**config.mk**
```make
export PLATFORM = sky130hd
export DESIGN_NAME = seq_divider_8_4
export DESIGN_NICKNAME = d
export VERILOG_FILES = /design/src/rtl/seq_divider_8_4.sv
export SDC_FILE = /design/constraint.sdc
export NUM_CORES = 1
export LEC_CHECK = 0
export CORE_MARGIN = 10
export CORE_UTILIZATION = 40
export CTS_CLUSTER_SIZE = 28
export DETAILED_ROUTE_END_ITERATION = 7
export PLACE_DENSITY = 0.74
export SLEW_MARGIN = 0
export SYNTH_ARGS = -nofsm -noshare
export SYNTH_HDL_FRONTEND = slang
export SYNTH_SLANG_ARGS = --single-unit
```
**constraint.sdc**
```tcl
create_clock -name clk -period 1.4 [get_ports clk]
set_input_delay 0.14 -clock clk [delete_from_list [all_inputs] [get_ports clk]]
set_output_delay 0.14 -clock clk [all_outputs]
set_load 0.02 [all_outputs]
```
**src/rtl/seq_divider_8_4.sv**
```systemverilog
// Sequential restoring divider: 8-bit dividend / 4-bit divisor, one quotient bit per clock.
// Optional SEQ_DIVIDER_SELFCHECK_EN adds a Vedic-multiplier back-check of each result.
`ifdef SEQ_DIVIDER_SELFCHECK_EN
module seq_divider_vedic_4x4 (
    input  logic [3:0] i_a,
    input  logic [3:0] i_b,
    output logic [7:0] o_p
);
    function automatic logic [3:0] vm2(input logic [1:0] a, input logic [1:0] b);
        logic       c;
        logic [3:0] p;
        p[0] = a[0] & b[0];
        p[1] = (a[1] & b[0]) ^ (a[0] & b[1]);
        c    = (a[1] & b[0]) & (a[0] & b[1]);
        p[2] = (a[1] & b[1]) ^ c;
        p[3] = (a[1] & b[1]) & c;
        return p;
    endfunction

    logic [3:0] w_q0, w_q1, w_q2, w_q3;

    assign w_q0 = vm2(i_a[1:0], i_b[1:0]);
    assign w_q1 = vm2(i_a[3:2], i_b[1:0]);
    assign w_q2 = vm2(i_a[1:0], i_b[3:2]);
    assign w_q3 = vm2(i_a[3:2], i_b[3:2]);
    assign o_p  = {4'b0, w_q0} + {2'b0, w_q1, 2'b0} + {2'b0, w_q2, 2'b0} + {w_q3, 4'b0};
endmodule
`endif

module seq_divider_8_4 #(
    parameter int DIVIDEND_W = 8,
    parameter int DIVISOR_W  = 4
) (
    input  logic                  clk,
    input  logic                  rst_n,
    input  logic                  start,
    input  logic [DIVIDEND_W-1:0] dividend,
    input  logic [DIVISOR_W-1:0]  divisor,
    output logic [DIVIDEND_W-1:0] quotient,
    output logic [DIVISOR_W-1:0]  remainder,
    output logic                  busy,
    output logic                  done,
    output logic                  div_by_zero,
    output logic                  check_err
);
    localparam int RW    = DIVISOR_W + 1;
    localparam int CNT_W = (DIVIDEND_W > 1) ? $clog2(DIVIDEND_W) : 1;
    localparam logic [CNT_W-1:0] CNT_LAST = CNT_W'(DIVIDEND_W - 1);

    typedef enum logic [1:0] {S_IDLE, S_RUN, S_FIN} state_t;

    state_t                r_state, w_state_nxt;
    logic [DIVIDEND_W-1:0] r_q;
    logic [DIVISOR_W-1:0]  r_d;
    logic [RW-1:0]         r_r;
    logic [CNT_W-1:0]      r_cnt;
    logic                  r_zero;
    logic [DIVIDEND_W-1:0] r_quotient;
    logic [DIVISOR_W-1:0]  r_remainder;
    logic                  r_done;
    logic                  r_dbz;
    logic                  w_accept;
    logic [RW-1:0]         w_rt;
    logic                  w_ge;
    logic [RW-1:0]         w_rnext;

    // A start coinciding with the done pulse is dropped; the next IDLE cycle may accept.
    assign w_accept = (r_state == S_IDLE) && start && !r_done;

    // The top bit of R is always zero after a restore step, so the shift simply drops it.
    assign w_rt    = RW'({r_r, r_q[DIVIDEND_W-1]});
    assign w_ge    = (w_rt >= {1'b0, r_d});
    assign w_rnext = w_ge ? (w_rt - {1'b0, r_d}) : w_rt;

    always_comb begin
        w_state_nxt = r_state;
        case (r_state)
            S_IDLE: if (w_accept) w_state_nxt = (divisor == '0) ? S_FIN : S_RUN;
            S_RUN:  if (r_cnt == '0) w_state_nxt = S_FIN;
            S_FIN:  w_state_nxt = S_IDLE;
            default: w_state_nxt = S_IDLE;
        endcase
    end

    always_ff @(posedge clk) begin
        if (!rst_n) begin
            r_state     <= S_IDLE;
            r_quotient  <= '0;
            r_remainder <= '0;
            r_done      <= 1'b0;
            r_dbz       <= 1'b0;
        end else begin
            r_state <= w_state_nxt;
            r_done  <= (r_state == S_FIN);
            if (r_state == S_FIN) begin
                if (r_zero) begin
                    r_quotient  <= '1;
                    r_remainder <= '0;
                    r_dbz       <= 1'b1;
                end else begin
                    r_quotient  <= r_q;
                    r_remainder <= r_r[DIVISOR_W-1:0];
                    r_dbz       <= 1'b0;
                end
            end
        end
    end

    always_ff @(posedge clk) begin
        if (w_accept) begin
            r_q    <= dividend;
            r_d    <= divisor;
            r_r    <= '0;
            r_cnt  <= CNT_LAST;
            r_zero <= (divisor == '0);
        end else if (r_state == S_RUN) begin
            r_q   <= {r_q[DIVIDEND_W-2:0], w_ge};
            r_r   <= w_rnext;
            r_cnt <= r_cnt - 1'b1;
        end
    end

`ifdef SEQ_DIVIDER_SELFCHECK_EN
    logic [DIVIDEND_W-1:0] r_dvd;
    logic                  r_check_err;
    logic [7:0]            w_p_lo, w_p_hi;
    logic [11:0]           w_sum;

    always_ff @(posedge clk) begin
        if (w_accept) r_dvd <= dividend;
    end

    seq_divider_vedic_4x4 u_mul_lo (.i_a(r_q[3:0]), .i_b(r_d), .o_p(w_p_lo));
    seq_divider_vedic_4x4 u_mul_hi (.i_a(r_q[7:4]), .i_b(r_d), .o_p(w_p_hi));

    assign w_sum = {4'b0, w_p_lo} + {w_p_hi, 4'b0} + {8'b0, r_r[3:0]};

    always_ff @(posedge clk) begin
        if (!rst_n) begin
            r_check_err <= 1'b0;
        end else if ((r_state == S_FIN) && !r_zero && (w_sum != {4'b0, r_dvd})) begin
            r_check_err <= 1'b1;
        end
    end

    assign check_err = r_check_err;
`else
    assign check_err = 1'b0;
`endif

    assign quotient    = r_quotient;
    assign remainder   = r_remainder;
    assign done        = r_done;
    assign div_by_zero = r_dbz;
    assign busy        = (r_state == S_RUN);
endmodule
```
==> flow_summary.ini <==
[outcome]
outcome = finished, violations left
violations = setup timing

[critical_path]
cp.required_ns = 1.59
worstSetupStartpointType = flip-flop
r2r_cells = 6
critPathMaxStageDelay_ns = 0.44
path_max_fanout = 6
worstSetupPathType = reg2reg
crit_arrival_ns = 1.82
critPathSlowestCell = edfxtp_1
critPathCaptureType = flip-flop
crit_chain = inv_2 > ha_4 > nand4_1 > nand2_2 > or3_1 > a32o_1

[floorplan]
die_area_um2 = 7040
die_w_um = 83.9
io-pin-count = 31
die_h_um = 83.9
start_util = 0.411
core_area_um2 = 3970
rows = 23

[cells_and_area]
diodes = 0
layout.nets = 248
syn_to_final_growth_pct = 49.8
drive_gt1_frac = 0.335
fin_util = 0.616
final_area_um2 = 2450

[synthesis]
synthAdderAreaFrac = 0.0582
synth-edff-count = 13
synthMuxAreaShare = 0
synth_top_family_by_area = simple AND/OR/NAND/NOR gates
synth_compound_area_frac = 0.0965
ys_types = 42
syn_area_per_cell_um2 = 9.61
synth-simple-area-share = 0.263
synthArstFlopShare = 0
ys_warn_count = 0
synth-seq-area-share = 0.521
ys_seq_elements = 36
ys.flop_type = dfxtp_1
synth-xor-area-share = 0.00536
syn-cell-area_um2 = 1630
syn-num-nets = 192
synth_cells = 170

[placed_design]
dp_hpwl_um = 2900
gp_congestion = 0.917
port_buffers = 29
placed_area_um2 = 2130

[timing]
setup_viol_count_final = 15
drv_slew = 0
hold_viol = 0
period_share = 1.16
rsz0062_at_grt = true
fmax_mhz = 615
finalWorstSetupSlack_ns = -0.227
skew_ns = 0.00369
min_period_ns = 1.63

[cts]
cts_tree = yes
clk_pin_slew_ns = 0.07
numCtsBuffers = 5
holdBufCountCts = 0
htree_levels = 2
cts_root_buffer = clkbuf_8
clkLatencyLatePin_ns = 0.30
cts_sinks = 36
clock_path_buffers = 2

[routing]
vias = 1384
drc_errors = 0
drt_wl_total_um = 4070
ant_nets = 0
drtIter0Drc = 113
dr.pass1.iters = 4
wl_per_cell_um = 14.7
vias_per_cell = 5.00

[global_routing]
grt-ovfl-total = 0
met1_usage = 0.128
grtUsageMet3 = 0.0303
grt.busiest_layer = met2
grt_pass1_wl_um = 6870
grt_pass1_vias = 1495
grtUsageTotal = 0.120
antenna_found_initial = 0
grt.met2_usage = 0.206
grt_max_degree = 17

[hold_path]
hp-class = in2reg
hold_depth = 1

[power]
vdd_drop_max_uv = 639
p_leak_nw = 1.19
power_per_cell_area_nw_per_um2 = 1510

[job]
drv_cap = 0
-- cell usage after synthesis (2+ instances only) --
cell	number	area share
buf_4	2	0.0092
buf_2	4	0.012
o21ai_1	4	0.012
a21boi_0	4	0.018
inv_2	2	0.0046
inv_1	10	0.023
or3_1	3	0.011
nand2b_1	2	0.0077
nand2_1	31	0.071
ha_1	6	0.046
clkbuf_1	2	0.0046
o21ai_0	3	0.0092
edfxtp_1	13	0.24
nor3b_1	9	0.041
a21oi_1	2	0.0061
dfxtp_1	23	0.28
nor3_1	9	0.028
nor2_1	13	0.030
nor2_2	2	0.0077
nand3b_1	3	0.014
and2_1	2	0.0077
-- worst paths after layout --
check,from,to,slack [ns]
setup / recovery,r_q[7],r_r[0],-0.23
setup reg to reg,r_q[7],r_r[0],-0.23
hold reg to reg,remainder[0],remainder[0],0.45
hold / removal,divisor[0],r_d[0],0.45
-- cell families after synthesis --
group | count (synthesis)
xor+xnor | 1
fa+ha+maj | 7
other cells | 1
simple gates | 82
compound gates | 23
flops | 36
buf+inv | 20
-- layer usage --
metal,part of all wire,vias to the layer above
li1,-,688
met1,0.40,645
met2,0.51,39
met3,0.059,12
met4,0.024,0
met5,0,-
-- worst max-delay path, delay by kind of cell, from the launching register on --
| family | cells | cell delay (ns) |
|---|---|---|
| AND/OR/NAND/NOR | 3 | 0.58 |
| flip-flops | 1 | 0.44 |
| AO/OA/AOI/OAI | 1 | 0.22 |
| adder cells (fa/ha/maj) | 1 | 0.19 |
| buffers and inverters | 1 | 0.09 |
-- cells in the final DEF (no fill, tap or decap), drive strengths merged, types with 9 or more instances in the layout --
| cell type | count |
|---|---|
| edfxtp | 13 |
| dlymetal6s2s | 11 |
| nor2 | 15 |
| nand2 | 32 |
| nor3 | 9 |
| inv | 12 |
| clkdlybuf4s50 | 14 |
| nor3b | 9 |
| buf | 28 |
| dfxtp | 23 |
-- where the power goes --
| part | internal, mW | switching (mW) |
|---|---|---|
| logic | 0.795 | 0.722 |
| registers | 1.29 | 0.145 |
| clock network | 0.347 | 0.397 |
-- sequential cells by signal, summed over array words and instances, names as in the netlist --
register / flops
r_cnt: 3
div_by_zero: 1
r_r: 4
r_q: 8
r_d: 4
remainder: 4
quotient: 8
r_state: 2
r_zero: 1
done: 1
-- final cells by class --
class                   instances  area, µm²
fillers                       328       1520
flip-flops and latches         36        852
multi-input cells             114        845
repair buffers                 57        551
clock buffers                   5       68.8
well taps                      50       62.6
inverters                      12       50.0
clock inverters                 3       18.8
-- metrics by stage --
step	setup TNS, ns	power, mW	instances	worst slack [ns]	hold slack, ns
floorplan	-0.353	2.08	170	-0.133	0.239
global placement	-3.74	2.52	263	-0.240	0.447
detailed placement	-4.09	2.55	263	-0.242	0.453
CTS	-0.714	3.57	276	-0.201	0.448
global route	-1.74	3.92	277	-0.290	0.446
finish	-0.997	3.69	277	-0.227	0.452
-- repair_timing --
item	CTS	global route
pin swaps	8	17
endpoints found under the setup margin	13	25
resized for setup	19	39
setup buffers	5	1
Power figures use the tool's default switching activity.
